`src/rtl/sn76489_bus_writer.sv`:
```
// sn76489_bus_writer
//   Host-side write-port driver for the SN76489 PSG. High-level register
//   commands are queued in a small FIFO. Each one is serialised into the
//   chip's latch/data byte format and strobed onto the PSG bus. The chip's
//   READY handshake is honoured, with a timeout guard on each byte.
//
// Ports
//   clk          system clock, rising edge
//   rst          asynchronous active-high reset
//   cmd_valid    command offered
//   cmd_ready    FIFO can accept a command (not full)
//   cmd_chan     0-2 tone channel, 3 noise
//   cmd_att      1 = attenuation write, 0 = tone/noise write
//   cmd_value    tone period; attenuation/noise use [3:0]
//   psg_data     byte driven to the PSG
//   psg_we_n     active-low write strobe
//   psg_ready    PSG ready, a write may complete while high
//   busy         FIFO non-empty or a command in flight
//   timeout_err  sticky: some byte write timed out waiting for psg_ready
module sn76489_bus_writer #(
  parameter int FIFO_DEPTH    = 4,
  parameter int WE_CYCLES     = 2,
  parameter int READY_TIMEOUT = 255
) (
  input  logic       clk,
  input  logic       rst,
  input  logic       cmd_valid,
  output logic       cmd_ready,
  input  logic [1:0] cmd_chan,
  input  logic       cmd_att,
  input  logic [9:0] cmd_value,
  output logic [7:0] psg_data,
  output logic       psg_we_n,
  input  logic       psg_ready,
  output logic       busy,
  output logic       timeout_err
);

  localparam int PTR_W   = $clog2(FIFO_DEPTH);
  localparam int CNT_MAX = (WE_CYCLES > READY_TIMEOUT) ? WE_CYCLES : READY_TIMEOUT;
  localparam int CNT_W   = $clog2(CNT_MAX + 1);

  localparam logic [CNT_W-1:0] STROBE_LAST = CNT_W'(WE_CYCLES - 1);
  localparam logic [CNT_W-1:0] WAIT_LAST   = CNT_W'(READY_TIMEOUT - 1);
  localparam logic [PTR_W:0]   FULL_COUNT  = (PTR_W + 1)'(FIFO_DEPTH);

  typedef enum logic [2:0] {IDLE, SETUP, STROBE, WAIT_RDY, HOLD} state_t;

  typedef struct packed {
    logic [1:0] chan;
    logic       att;
    logic [9:0] value;
  } cmd_t;

  // ---------------------------------------------------------------------
  // Command FIFO
  // ---------------------------------------------------------------------
  cmd_t             mem [FIFO_DEPTH];
  logic [PTR_W-1:0] wr_ptr, rd_ptr;
  logic [PTR_W:0]   count;
  logic             empty, push, pop;
  cmd_t             head;

  state_t           state, state_next;

  assign empty     = (count == '0);
  assign cmd_ready = (count != FULL_COUNT);
  assign push      = cmd_valid && cmd_ready;
  assign pop       = (state == IDLE) && !empty;
  assign head      = mem[rd_ptr];

  // NOTE: storage has no reset; the count/pointers alone define what is valid,
  // and leaving the array unreset lets it map to plain RAM/regfile cells.
  always_ff @(posedge clk) begin
    if (push) mem[wr_ptr] <= '{chan: cmd_chan, att: cmd_att, value: cmd_value};
  end

  // NOTE: all sequential state uses non-blocking assignments so every
  // register samples pre-edge values regardless of block ordering.
  always_ff @(posedge clk or posedge rst) begin
    if (rst) begin
      wr_ptr <= '0;
      rd_ptr <= '0;
      count  <= '0;
    end else begin
      if (push) wr_ptr <= wr_ptr + 1'b1;  // wraps modulo FIFO_DEPTH
      if (pop)  rd_ptr <= rd_ptr + 1'b1;
      case ({push, pop})
        2'b10:   count <= count + 1'b1;
        2'b01:   count <= count - 1'b1;
        default: count <= count;
      endcase
    end
  end

  // ---------------------------------------------------------------------
  // Write FSM
  // ---------------------------------------------------------------------
  logic [CNT_W-1:0] cnt;          // clocks spent in STROBE / WAIT_RDY
  logic             data_pending; // second (data) byte still to send
  logic [7:0]       data_byte;
  logic             wait_expired;

  assign wait_expired = (cnt == WAIT_LAST);

  always_ff @(posedge clk or posedge rst) begin
    if (rst) state <= IDLE;
    else     state <= state_next;
  end

  // NOTE: state_next gets a default before the case so no path leaves it
  // unassigned, which would otherwise infer a latch.
  always_comb begin
    state_next = state;
    case (state)
      IDLE:     if (!empty) state_next = SETUP;
      SETUP:    state_next = STROBE;
      STROBE:   if (cnt == STROBE_LAST) state_next = WAIT_RDY;
      WAIT_RDY: if (psg_ready || wait_expired) state_next = HOLD;
      HOLD:     state_next = data_pending ? SETUP : IDLE;
      default:  state_next = IDLE;
    endcase
  end

  always_comb begin
    psg_we_n = !((state == STROBE) || (state == WAIT_RDY));
    busy     = !empty || (state != IDLE);
  end

  // Latch byte for the FIFO head. Noise control only has 3 meaningful bits,
  // so bit 3 is forced clear there; noise attenuation keeps all 4 bits.
  logic [3:0] latch_lo;
  assign latch_lo = (head.chan == 2'd3 && !head.att) ? {1'b0, head.value[2:0]}
                                                     : head.value[3:0];

  always_ff @(posedge clk or posedge rst) begin
    if (rst) begin
      cnt          <= '0;
      psg_data     <= 8'h00;
      data_byte    <= 8'h00;
      data_pending <= 1'b0;
      timeout_err  <= 1'b0;
    end else begin
      // The counter restarts on every state change so STROBE and WAIT_RDY
      // each measure their own dwell from zero.
      if (state_next != state || !(state == STROBE || state == WAIT_RDY))
        cnt <= '0;
      else
        cnt <= cnt + 1'b1;

      if (pop) begin
        psg_data     <= {1'b1, head.chan, head.att, latch_lo};
        data_byte    <= {2'b00, head.value[9:4]};
        data_pending <= !head.att && (head.chan != 2'd3);
      end else if (state == HOLD && data_pending) begin
        psg_data     <= data_byte;
        data_pending <= 1'b0;
      end

      // A timed-out byte abandons the rest of its command.
      if (state == WAIT_RDY && !psg_ready && wait_expired) begin
        timeout_err  <= 1'b1;
        data_pending <= 1'b0;
      end
    end
  end

endmodule

```
`config.mk`:
```
export PLATFORM = sky130hd
export DESIGN_NAME = sn76489_bus_writer
export DESIGN_NICKNAME = d
export VERILOG_FILES = /design/src/rtl/sn76489_bus_writer.sv
export SDC_FILE = /design/constraint.sdc
export NUM_CORES = 1
export LEC_CHECK = 0
export ABC_CLOCK_PERIOD_IN_PS = 4500
export CORE_UTILIZATION = 45
export DETAILED_ROUTE_END_ITERATION = 16
export MAX_ROUTING_LAYER = met4
export PLACE_DENSITY = 0.69
export RECOVER_POWER = 50
export SYNTH_ARGS = -nofsm -noshare
export SYNTH_HDL_FRONTEND = slang
export SYNTH_SLANG_ARGS = --single-unit
```
`constraint.sdc`:
```
create_clock -name clk -period 4.5 [get_ports clk]
set_input_delay 0.9 -clock clk [delete_from_list [all_inputs] [get_ports clk]]
set_output_delay 0.9 -clock clk [all_outputs]
set_load 0.02 [all_outputs]
```
# --- Yosys cells after proc, flatten, opt, wreduce, memory -nomap -nowiden ---
# Memory sizes are Yosys's and may differ from the RTL's.
# Index checks and enable logic that the tools add are counted.
totals:
  mem_count: 1
  regBits: 34
  elab_cells: 63
  ram_bits: 52
  output_inout_bits: 12
  input_bits: 17
op_classes:
  n_eq_ne: 12
  addsub: 5
  reduce_logical: 21
  muxes: 15
memory_table:
  columns: ["name", "words", "width", "rd", "rd_clocked_by_memory_dff", "wr", "line_no", "text"]
  rows:
  - ["mem", 4, 13, 1, 0, 1, "58", "cmd_t mem [FIFO_DEPTH];"]
op_table:
  columns: ["op", "n"]
  rows:
  - ["$mux 8", 3]
  - ["$pmux 3 s5", 1]
  - ["$mux 3", 3]
  - ["$add 8x1->8 const B", 1]
  - ["$eq 8x1->1 const B", 1]
  - ["$eq 8x8->1 const B", 1]
  - ["$logic_and 1x1->1", 7]
  - ["$eq 3x2->1 const B", 2]
  - ["$logic_not 3->1", 2]
  - ["$mux 1", 6]
  - ["$pmux 3 s2", 1]
  - ["$reduce_bool 3->1", 2]
  - ["$add 2x1->2 const B", 2]
  - ["$eq 2x2->1 const B", 2]
  - ["$logic_not 1->1", 4]
  - ["$logic_or 1x1->1", 4]
  - ["$mux 4", 1]
  - ["$reduce_bool 2->1", 2]
  - ["$add 3x1->3 const B", 1]
  - ["$eq 3x1->1 const B", 1]
  - ["$eq 3x3->1 const B", 1]
  - ["$ne 3x3->1", 1]
  - ["$ne 3x3->1 const B", 1]
  - ["$sub 3x1->3 const B", 1]
  - ["other kinds (2)", 2]

# --- Longest topological paths before layout ---
depth:
  depth_word: 7
  ltp_mapped: 10
  depth_no_buf: 10

# --- Worst setup path after synthesis ---
# No wires, ideal clock.
synth_path:
  path_kind: "input to register"
  startpoint: "input cmd_valid"
  endpoint: "register count[2]"
  path_slack_ns: 2.354
  n_path_buf: 0
  setup_ns: 0.079
  t_required_ns: 4.421
  arrival_time_ns: 2.067
  path_stages: 8
  path_cell_list: "and2_1 > inv_1 > ha_1 > inv_1 > fa_1 > xor2_1 > nor2_1 > xor2_1"
synth_via:
  elab_chain_len: 3
  word_cells_on_any_way: 5
  classes_between: "2 x eq/ne; 1 x mux; 2 x reduce/logical"
synth_lines:
  columns: ["item", "line_no", "text"]
  rows:
  - ["start, declared", "27", "input logic cmd_valid,"]
  - ["$logic_and 1x1->1 (*)", "68", "assign push = cmd_valid && cmd_ready;"]
  - ["$eq 2x1->1 or $eq 2x2->1 (tied branches)", "88", "case ({push, pop})"]
  - ["$pmux 3 s2 or $reduce_bool 2->1 (tied branches)", null, null]
  - ["end signal, assigned", "89", "2'b10: count <= count + 1'b1;"]
  - ["end signal, assigned", "90", "2'b01: count <= count - 1'b1;"]
  - ["end signal, assigned", "91", "default: count <= count;"]
  - ["end, declared", "60", "logic [PTR_W:0] count;"]
# Mark *: on every way between the ends. The rest lies on a longest branch, timed or not.
# A chain may end at the register's enable or synchronous reset.

# --- Final worst setup path ---
layout_path:
  startpoint: "register state[0]"
  endpoint: "output busy"
layout_via:
  elab_chain_len: 2
layout_lines:
  columns: ["item", "line_no", "text"]
  rows:
  - ["start, declared", "64", "state_t state, state_next;"]
  - ["start signal, assigned", "108", "else state <= state_next;"]
  - ["$reduce_bool 3->1", "127", "busy = !empty || (state != IDLE);"]
  - ["$logic_or 1x1->1", "127", null]
  - ["end, declared", "35", "output logic busy,"]
# No other way between the ends.

==> impl_metrics.ini <==
[run_status]
status = finished, final reports clean

[die]
fp.coreArea_um2 = 7690
dieHeight_um = 91.1
initial_core_util_pct = 46.5
io_pins = 29
die_x_um = 91.1
dieArea_um2 = 8310
rows = 32

[route]
drc = 0
final_antenna_net_count = 0
drt-initial-drc-count = 90
wl_per_cell_um = 14.9
vias_per_cell = 5.09
via_count = 1933
dr.pass1.iters = 4
drt_wl_total_um = 5670

[clock_tree]
hold_buffers = 0
cts_tree = built
path_clk_slew_ns = 0.09
cts_buffer_depth = 2
cts_setup_buffers = 0
htree_levels = 3
cts_root_buffer = clkbuf_8
cts_buffers = 9
ctsResizeCount = 0
clk_latency_ns = 0.35
cts_sinks = 86

[critical_path]
cp_cell_sequence = nor3_1, nand2_1, clkdlybuf4s50_1
required_ns = 3.60
crit_fanout = 6
crit_family = simple AND/OR/NAND/NOR gates
crit_arrival_ns = 2.09
start_kind = flip-flop
crit_type = reg2out
crit_path_top_delay_cell = nor3_1
timing.critical_path.buf_inv = 1
reg2reg_depth = 9
path_depth = 3
critPathMaxStageDelay_ns = 0.62
cp-end-kind = output pin

[yosys]
netlist-cell-type-count = 41
ys_seq_area_share_pct = 67.5
ys_ff_latch = 86
syn-mean-instance-area_um2 = 15.0
syn_nets = 265
postSynthCellCount = 239
yosysWarnings = 0
synthesis.area_um2 = 3580

[global_routing]
antenna_found_initial = 0
grt_usage_pct = 15.7
grt_overflow_total = 0
first_global_vias = 2000
grt_max_degree = 23
grt_pass1_wl_um = 9670

[pwr]
peakVddDrop_v = 0.000194
power_density_nw_per_um2 = 624
power_leakage_nw = 1.58
finalPower_mw = 2.57

[sta]
max_freq_ghz = 0.335
slew_headroom_pct = 40.0
final.min_clock_period_ns = 2.99
clock_skew_ns = 0.0117
rsz0062_at_grt = false
setup_viol = 0
worst_pin_slew_ns = 0.899
hold_viol = 0
tns_ns = 0
min_period_over_period_pct = 66.4
drv_slew = 0
holdWs_ns = 0.470

[placed_design]
routabilityCongestion = 0.748
io_buffers = 28
dp_hpwl_um = 3870

[cells_and_area]
mostFrequentLayoutCells = 52 x edfxtp_1, 39 x nand2_1, 34 x dfrtp_1
final_common_cell = edfxtp_1
antenna_cells = 0
area_growth_pct = 15.1
fill_cells = 663
drive_above_1_share_pct = 13.3
fin_nets = 299

[run]
maxCapViolCount = 0

[worst_hold_path]
hp-class = reg2reg
hold_path_depth = 1
## registers in the layout (all words and copies together), names as in the netlist
| register | count |
|---|---|
| psg_data | 8 |
| rd_ptr | 2 |
| cnt | 8 |
| data_byte | 6 |
| timeout_err | 1 |
| mem | 52 |
| count | 3 |
| data_pending | 1 |
| state | 3 |
| wr_ptr | 2 |
## cells by family (layout without fill, tap and decap cells)
logic type	Yosys count	count (layout)	share of synthesized area [%]
AOI/OAI and AO/OA	11	11	3.01
xor gates and xnor gates	12	12	2.94
adders and majority gates	9	9	3.36
buffers and inverters	17	56	2.41
DFF	86	86	67.5
muxes	15	15	8.78
and+or+nand+nor	89	89	12.0
## power by group
| part | switching, mW | internal (mW) | leakage (nW) |
|---|---|---|---|
| Combinational | 0.424 | 0.389 | 0.589 |
| Clock | 0.307 | 0.218 | 0.0970 |
| Sequential | 0.165 | 1.07 | 0.894 |
## worst reg2reg max path: cells and delay by family, from the launching register on
family	cells	cell delay, ns
DFF	1	0.44
adders and majority gates	2	0.58
and+or+nand+nor	3	1.00
buffers and inverters	2	0.28
xor gates and xnor gates	2	0.29
## worst paths after layout
| check | from | to | slack [ns] |
|---|---|---|---|
| min in group asynchronous | rst | cnt[4] | 1.11 |
| worst max register to register | state[0] | count[2] | 1.84 |
| worst min-delay path | timeout_err | timeout_err | 0.47 |
| worst min register to register | timeout_err | timeout_err | 0.47 |
| worst max-delay path | state[0] | busy | 1.51 |
| max in group asynchronous | rst | data_byte[4] | 2.27 |
## metrics by stage
stage	worst slack [ns]	utilization [%]	instances	cell area, um2
2_1_floorplan	2.35	-	239	3580
3_3_place_gp	1.82	51.3	364	3950
3_5_place_dp	1.79	51.3	364	3950
4_1_cts	1.71	53.9	380	4140
5_1_grt	1.37	53.5	380	4120
6_report	1.51	53.5	380	4120
## metal layers
layer / GRT usage, % / up-vias / wire, um
met3: 3.10 / 12 / 177
met2: 24.1 / 49 / 2700
met1: 20.7 / 950 / 2690
met4: 6.35 / 0 / 108
li1: - / 922 / -
met5: - / - / 0
## cells in the mapped netlist, drive strengths merged
cell type  count  share of area [%]
edfxtp        52                 44
nand2         40                4.4
dfrtp         34                 24
nor2          20                2.2
mux4          13                8.2
inv           11                1.2
ha             8                2.8
nand3          8                1.1
xnor2          7                1.7
buf            6                1.3
a31oi          5               0.87
and3           5               0.87
xor2           5                1.2
nor3           4               0.70
nor3b          2               0.56
or2            2               0.35
a21oi          1               0.45
a22oi          1               0.21
a311oi         1               0.24
and2           1               0.18
and2b          1               0.21
and4bb         1               0.35
fa             1               0.56
mux2           1               0.31
mux2i          1               0.28
nand3b         1               0.21
nand4          1               0.18
nor4           1               0.18
nor4b          1               0.24
o2111ai        1               0.73
o211ai         1               0.21
o21ba          1               0.28
or3            1               0.31
## layout make-up
type	count	area, um2	share of cell area (%)
well taps	102	128	3.10
flip-flops and latches	86	2410	58.6
inverters	11	41.3	1.00
repair buffers	29	284	6.90
clock inverters	7	72.6	1.76
multi-input cells	136	1050	25.6
clock buffers	9	124	3.01
Power figures use the tool's default switching activity.
